File: src/rtl/rv32i_types.sv
// Shared CPU types: the common-data-bus payload and functional-unit indices.
// The CDB arbiter and the functional units that feed it both import this package.
package rv32i_types;

    localparam int NUM_CDB_PORTS = 2;
    localparam int ROB_IDX_W     = 5;

    localparam int FU_ADD = 0;
    localparam int FU_MUL = 1;
    localparam int FU_DIV = 2;
    localparam int FU_BR  = 3;
    localparam int FU_MEM = 4;

    typedef struct packed {
        logic                 valid;
        logic [ROB_IDX_W-1:0] rob_idx;
        logic [4:0]           rd;
        logic [31:0]          data;
    } cdb_t;

    // Width helper that never returns zero, so single-entry configs still elaborate.
    function automatic int safe_clog2(input int n);
        return (n > 1) ? $clog2(n) : 1;
    endfunction

endpackage

File: src/rtl/cdb_arbiter_if.sv
// Requester/broadcast bundle between the functional units and the CDB arbiter.
interface cdb_arbiter_if #(
    parameter int NUM_FU  = 5,
    parameter int NUM_CDB = 2
);
    import rv32i_types::*;

    logic [NUM_FU-1:0]        req_valid;
    cdb_t [NUM_FU-1:0]        req_cdb;
    logic [NUM_FU-1:0]        req_ready;
    logic                     global_branch_signal;
    cdb_t [NUM_CDB-1:0]       cdb_out;
    logic [NUM_FU-1:0]        grant_vec;

    modport master (
        output req_valid, req_cdb, global_branch_signal,
        input  req_ready, cdb_out, grant_vec
    );

    modport slave (
        input  req_valid, req_cdb, global_branch_signal,
        output req_ready, cdb_out, grant_vec
    );

endinterface

File: src/rtl/cdb_fifo.sv
// Per-requester holding queue: QDEPTH entries, registered ready, flush clears
// pointers and count without touching storage.
module cdb_fifo
    import rv32i_types::*;
#(
    parameter int QDEPTH = 2
) (
    input  logic clk,
    input  logic rst_n,
    input  logic flush_i,
    input  logic push_i,
    input  logic pop_i,
    input  cdb_t data_i,
    output cdb_t head_o,
    output logic ready_o,
    output logic nonempty_o
);

    localparam int PW = safe_clog2(QDEPTH);
    localparam int CW = $clog2(QDEPTH) + 1;

    cdb_t          mem_q [QDEPTH];
    logic [PW-1:0] rd_ptr_q, rd_ptr_d;
    logic [PW-1:0] wr_ptr_q, wr_ptr_d;
    logic [CW-1:0] count_q, count_d;
    logic          do_push, do_pop;

    // Ready comes from the registered count only; a same-cycle pop never opens a slot.
    assign ready_o    = (count_q < CW'(QDEPTH));
    assign nonempty_o = (count_q != '0);
    assign head_o     = mem_q[rd_ptr_q];

    assign do_push = push_i && ready_o && !flush_i;
    assign do_pop  = pop_i && nonempty_o && !flush_i;

    always_comb begin
        rd_ptr_d = rd_ptr_q;
        wr_ptr_d = wr_ptr_q;
        count_d  = count_q;
        if (flush_i) begin
            rd_ptr_d = '0;
            wr_ptr_d = '0;
            count_d  = '0;
        end else begin
            if (do_push) wr_ptr_d = wr_ptr_q + 1'b1;
            if (do_pop)  rd_ptr_d = rd_ptr_q + 1'b1;
            count_d = count_q + CW'(do_push) - CW'(do_pop);
        end
    end

    always_ff @(posedge clk or negedge rst_n) begin
        if (!rst_n) begin
            rd_ptr_q <= '0;
            wr_ptr_q <= '0;
            count_q  <= '0;
        end else begin
            rd_ptr_q <= rd_ptr_d;
            wr_ptr_q <= wr_ptr_d;
            count_q  <= count_d;
        end
    end

    always_ff @(posedge clk) begin
        if (do_push) mem_q[wr_ptr_q] <= data_i;
    end

endmodule

File: src/rtl/cdb_arbiter.sv
// Common-data-bus arbiter: per-FU holding FIFOs, rotating-priority selection of
// up to NUM_CDB heads per cycle, flush on global_branch_signal.
module cdb_arbiter
    import rv32i_types::*;
#(
    parameter int NUM_FU  = 5,
    parameter int NUM_CDB = NUM_CDB_PORTS,
    parameter int QDEPTH  = 2
) (
    input  logic          clk,
    input  logic          rst_n,
    cdb_arbiter_if.slave  bus
);

    localparam int RRW = safe_clog2(NUM_FU);
    localparam int PIW = safe_clog2(NUM_CDB);
    localparam int NSW = $clog2(NUM_CDB + 1);

    if (QDEPTH < 2 || (QDEPTH & (QDEPTH - 1)) != 0) begin : g_bad_qdepth
        $error("cdb_arbiter: QDEPTH must be a power of two and at least 2");
    end

    cdb_t [NUM_FU-1:0]  head;
    logic [NUM_FU-1:0]  nonempty;
    logic [NUM_FU-1:0]  ready;
    logic [NUM_FU-1:0]  grant;
    cdb_t [NUM_CDB-1:0] cdb_out;
    logic [RRW-1:0]     rr_ptr_q, rr_ptr_d;
    logic [RRW-1:0]     idx;
    logic [NSW-1:0]     nsel;

    for (genvar i = 0; i < NUM_FU; i++) begin : g_fifo
        cdb_fifo #(.QDEPTH(QDEPTH)) u_fifo (
            .clk        (clk),
            .rst_n      (rst_n),
            .flush_i    (bus.global_branch_signal),
            .push_i     (bus.req_valid[i]),
            .pop_i      (grant[i]),
            .data_i     (bus.req_cdb[i]),
            .head_o     (head[i]),
            .ready_o    (ready[i]),
            .nonempty_o (nonempty[i])
        );
    end

    // Scan upward from rr_ptr; the n-th hit lands on port n, and the pointer
    // follows the last hit so the next cycle starts just past it.
    always_comb begin
        grant    = '0;
        cdb_out  = '0;
        rr_ptr_d = rr_ptr_q;
        nsel     = '0;
        idx      = '0;
        if (!bus.global_branch_signal) begin
            for (int k = 0; k < NUM_FU; k++) begin
                idx = RRW'((int'(rr_ptr_q) + k) % NUM_FU);
                if (nonempty[idx] && (int'(nsel) < NUM_CDB)) begin
                    grant[idx]            = 1'b1;
                    cdb_out[PIW'(nsel)]   = head[idx];
                    nsel                  = nsel + 1'b1;
                    rr_ptr_d              = RRW'((int'(idx) + 1) % NUM_FU);
                end
            end
        end
    end

    always_ff @(posedge clk or negedge rst_n) begin
        if (!rst_n) rr_ptr_q <= '0;
        else        rr_ptr_q <= rr_ptr_d;
    end

    assign bus.req_ready = ready;
    assign bus.cdb_out   = cdb_out;
    assign bus.grant_vec = grant;

endmodule

File: src/flat_wrapper.sv
// flat-port wrapper written by rule: the top's interface ports become plain ports
module cdb_arbiter_flat import rv32i_types::*;
#(
    parameter int NUM_FU  = 5,
    parameter int NUM_CDB = NUM_CDB_PORTS,
    parameter int QDEPTH  = 2
)
  (clk, rst_n, bus_req_valid, bus_req_cdb, bus_global_branch_signal, bus_req_ready, bus_cdb_out, bus_grant_vec);
  cdb_arbiter_if #(.NUM_FU(NUM_FU), .NUM_CDB(NUM_CDB)) bus_i ();
  input  logic clk;
  input  logic rst_n;
  input wire logic [$bits(bus_i.req_valid)-1:0] bus_req_valid;
  input wire logic [$bits(bus_i.req_cdb)-1:0] bus_req_cdb;
  input wire logic [$bits(bus_i.global_branch_signal)-1:0] bus_global_branch_signal;
  output wire logic [$bits(bus_i.req_ready)-1:0] bus_req_ready;
  output wire logic [$bits(bus_i.cdb_out)-1:0] bus_cdb_out;
  output wire logic [$bits(bus_i.grant_vec)-1:0] bus_grant_vec;
  assign bus_i.req_valid = bus_req_valid;
  assign bus_i.req_cdb = bus_req_cdb;
  assign bus_i.global_branch_signal = bus_global_branch_signal;
  assign bus_req_ready = bus_i.req_ready;
  assign bus_cdb_out = bus_i.cdb_out;
  assign bus_grant_vec = bus_i.grant_vec;
  cdb_arbiter #(.NUM_FU(NUM_FU), .NUM_CDB(NUM_CDB), .QDEPTH(QDEPTH)) u_core (.clk(clk), .rst_n(rst_n), .bus(bus_i));
endmodule
File: config.mk
export PLATFORM = sky130hd
export DESIGN_NAME = cdb_arbiter_flat
export DESIGN_NICKNAME = d
export VERILOG_FILES = /design/src/rtl/rv32i_types.sv /design/src/rtl/cdb_arbiter_if.sv /design/src/rtl/cdb_fifo.sv /design/src/rtl/cdb_arbiter.sv /design/src/flat_wrapper.sv
export SDC_FILE = /design/constraint.sdc
export NUM_CORES = 1
export LEC_CHECK = 0
export CAP_MARGIN = 20
export CORE_MARGIN = 5
export CORE_UTILIZATION = 50
export DETAILED_ROUTE_END_ITERATION = 8
export PLACE_DENSITY = 0.72
export SLEW_MARGIN = 5
export SYNTH_ARGS = -nofsm -noshare
export SYNTH_HDL_FRONTEND = slang
export SYNTH_SLANG_ARGS = --single-unit
File: constraint.sdc
create_clock -name clk -period 12.6 [get_ports clk]
set_input_delay 1.26 -clock clk [delete_from_list [all_inputs] [get_ports clk]]
set_output_delay 1.26 -clock clk [all_outputs]
set_load 0.02 [all_outputs]
==> impl_metrics.env <==
export IMPL_status="completed"
export IMPL_syn_area_sq_mm=0.02946
export IMPL_critPathMaxFanout=48
export IMPL_htree_levels=2
export IMPL_crit_chain="inv_1 > ha_1 > clkinv_1 > nand2_1 > ha_1 > nor2b_1 > a2111oi_0 > a211o_2 > buf_4 > a21oi_1 > and4_1 > nor3_1 > inv_1 > ha_1 > a21o_1 > xnor2_1 > nand2b_1 > a21oi_4 > buf_4 > nor3_1 > a21oi_1 > nor2_1 > clkdlybuf4s50_1"
export IMPL_min_period_ns=10.83
export IMPL_crit_slowest_cell="a21oi_4"
export IMPL_synth_seq_cells=453
export IMPL_gp_congestion=0.9638
export IMPL_routed_wl_um=116300
export IMPL_grt_pass1_vias=25370
export IMPL_cts_root_buf="clkbuf_16"
export IMPL_arrival_ns=9.57
export IMPL_ios=319
export IMPL_synth_flop_cell="edfxtp_1"
export IMPL_crit_type="reg -> out"
export IMPL_antenna_left=0
export IMPL_crit_required_ns=11.34
export IMPL_synth_area_leader_cell="edfxtp_1"
export IMPL_min_path_type="reg -> reg"
export IMPL_setup_tns_ns=0
export IMPL_cts_tree="done"
export IMPL_cts_buffer_depth=3
export IMPL_drt_iter0_drc=3984
export IMPL_synth_most_common_cell="edfxtp_1"
export IMPL_numCtsBuffers=48
export IMPL_cts_resized=0
export IMPL_via_count=26080
export IMPL_drc=0
export IMPL_ys_warn_count=0
export IMPL_drt_pre_antenna_iters=7
export IMPL_path_clk_slew_ns=0.07
export IMPL_finalSetupViolCount=0
export IMPL_fp_dieW_um=252.7
export IMPL_coreArea_sq_mm=0.05869
export IMPL_wire_per_inst_um=32.03
export IMPL_period_share=0.8596
export IMPL_grt_overflow=0
export IMPL_drv_slew=0
export IMPL_worst_pin_slew_ns=1.190
export IMPL_rows=89
export IMPL_max_stage_delay_ns=0.94
export IMPL_clock_sinks=453
export IMPL_viasPerCell=7.188
export IMPL_gr_usage_all_layers=0.3457
export IMPL_diodes=0
export IMPL_max_cap_viol_count=0
export IMPL_max_freq_mhz=92.32
export IMPL_drive_above_1_share=0.1292
export IMPL_grt_max_degree=99
export IMPL_num_nets_final=3079
export IMPL_postCtsSetupBuffers=0
export IMPL_cp_buffers_inverters=6
export IMPL_ys_seq_area_frac=0.4578
export IMPL_path_delay_family="buffers and inverters"
export IMPL_clkLatencyLatePin_ns=0.60
export IMPL_max_slew_margin_rel=0.1839
export IMPL_io_buffers=318
export IMPL_crit_path_frequent_cell="ha_1"
export IMPL_fillers=4618
export IMPL_synth_edf_count=430
export IMPL_grt_pass1_wl_um=165800
export IMPL_start_util=0.5021
export IMPL_dp_hpwl_um=73270
export IMPL_synth_cell_types=86
export IMPL_start_kind="flop"
export IMPL_grt_antenna_before_repair=1
export IMPL_areaGrowthSynthToFinish_pct=19.17
export IMPL_async_reset_ff_frac=0.05077
export IMPL_rsz0062_at_grt="no"
export IMPL_die_y_um=252.7
export IMPL_syn_inst=2640
export IMPL_syn_nets=2900
export IMPL_holdBufCountCts=0
export IMPL_netlist_top_cells_count="edfxtp_1, mux2i_1, clkbuf_1"
export IMPL_finalHoldViolations=0
export IMPL_fin_skew_ns=0.01651
export IMPL_die_area_sq_mm=0.06388
export IMPL_yosys_top_cells_area="edfxtp_1, mux2i_1, mux4_2"
export IMPL_end_kind="output pin"
export IMPL_yosysTopAreaCellShare=0.4383
export IMPL_synth_avg_cell_area_sq_um=11.16
==> final cells by class <==
class                           instances  area, sq um  share of cell area
Tap cell                              773        967.2             0.02755
Sequential cell                       453        13500              0.3846
Multi-Input combinational cell       1895        15120              0.4305
Clock inverter                         29        314.1            0.008944
Clock buffer                           58         1270             0.03617
Inverter                               35        131.4            0.003742
Timing Repair Buffer                  386         3809              0.1085
==> worst reg2reg max path, delay by kind of cell, from the launching register on <==
family	cells	cell delay (ns)
and+or+nand+nor	8	1.88
xor gates and xnor gates	1	0.16
buffers and inverters	4	1.34
AOI/OAI and AO/OA	8	2.11
adders and majority gates	5	2.19
DFF	1	0.54
==> cell usage in the layout (no fill, tap or decap), types with 7 or more instances in the layout <==
master	Yosys	final
clkbuf_16	0	49
nand2_1	158	150
nor2_4	0	14
a22o_1	22	22
mux4_2	88	88
o22a_1	43	43
a311oi_1	8	8
nand3_1	9	7
inv_1	31	30
o21ai_0	137	136
a22oi_1	19	19
clkdlybuf4s50_1	0	317
and3_1	17	17
clkbuf_1	191	8
o22ai_1	159	159
nand2b_1	21	20
o221ai_1	15	15
a31oi_1	11	11
a211oi_1	87	87
nor2_1	182	166
and2_1	16	15
buf_4	13	62
o221a_2	65	65
ha_1	36	36
mux2i_1	408	406
nor3_1	63	63
nor2b_1	16	16
edfxtp_1	430	430
clkinv_1	1	10
a221oi_1	17	17
xnor2_1	24	20
a21oi_1	163	158
dfrtp_1	23	18
clkinv_2	0	8
==> path summary, 6_finish.rpt <==
check	startpoint	to	slack (ns)	cells past startpoint
max in group asynchronous	rst_n	u_core.g_fifo[2].u_fifo.rd_ptr_q	11.24	2
setup / recovery	u_core.rr_ptr_q[1]	bus_cdb_out[80]	1.77	23
hold reg to reg	u_core.g_fifo[4].u_fifo.rd_ptr_q	u_core.g_fifo[4].u_fifo.rd_ptr_q	0.47	1
setup reg to reg	u_core.rr_ptr_q[1]	u_core.rr_ptr_q[1]	4.23	26
min in group asynchronous	rst_n	u_core.g_fifo[2].u_fifo.count_q[1]	1.06	2
hold / removal	u_core.g_fifo[4].u_fifo.rd_ptr_q	u_core.g_fifo[4].u_fifo.rd_ptr_q	0.47	1
==> state kept, by name (all words and copies together), names as in the netlist <==
register,cells
u_core.g_fifo.u_fifo.mem_q,430
u_core.g_fifo.u_fifo.count_q,10
u_core.g_fifo.u_fifo.rd_ptr_q,5
u_core.g_fifo.u_fifo.wr_ptr_q,5
u_core.rr_ptr_q,3
==> routing by layer <==
| metal | up-vias | routed length (um) | part of all wire | track usage |
|---|---|---|---|---|
| met5 | - | 13 | 0.00011 | 0 |
| met3 | 568 | 16050 | 0.14 | 0.1138 |
| met2 | 2182 | 49320 | 0.42 | 0.5066 |
| met1 | 12520 | 42930 | 0.37 | 0.4557 |
| met4 | 2 | 7943 | 0.068 | 0.1919 |
| li1 | 10810 | - | - | - |
==> stage by stage <==
| stage | utilization | std cells | hold WS, ns | cell area, sq um | worst slack [ns] |
|---|---|---|---|---|---|
| finish | 0.5983 | 3629 | 0.4739 | 35110 | 1.769 |
| global route | 0.5983 | 3629 | 0.5117 | 35110 | 1.527 |
| CTS | 0.5960 | 3620 | 0.4772 | 34980 | 2.138 |
| detailed placement | 0.5690 | 3533 | 0.4698 | 33390 | 2.808 |
| global placement | 0.5681 | 3531 | 0.4555 | 33340 | 2.759 |
| floorplan | - | 2640 | 0.5316 | 29460 | 6.108 |
==> kinds of logic (layout without fill, tap and decap cells) <==
| logic type | after synthesis | in the layout | synth area share |
|---|---|---|---|
| flip-flops | 453 | 453 | 0.4578 |
| multiplexers | 499 | 499 | 0.2070 |
| adder cells (fa/ha/maj) | 37 | 37 | 0.01597 |
| AND/OR/NAND/NOR | 518 | 518 | 0.07929 |
| AO/OA/AOI/OAI | 814 | 814 | 0.1916 |
| buffers and inverters | 292 | 508 | 0.04009 |
| XOR/XNOR | 27 | 27 | 0.008281 |
Power is left out: the tool's default activity adds up to more than one toggle a clock period on the data nets, which glitch-free logic cannot reach.
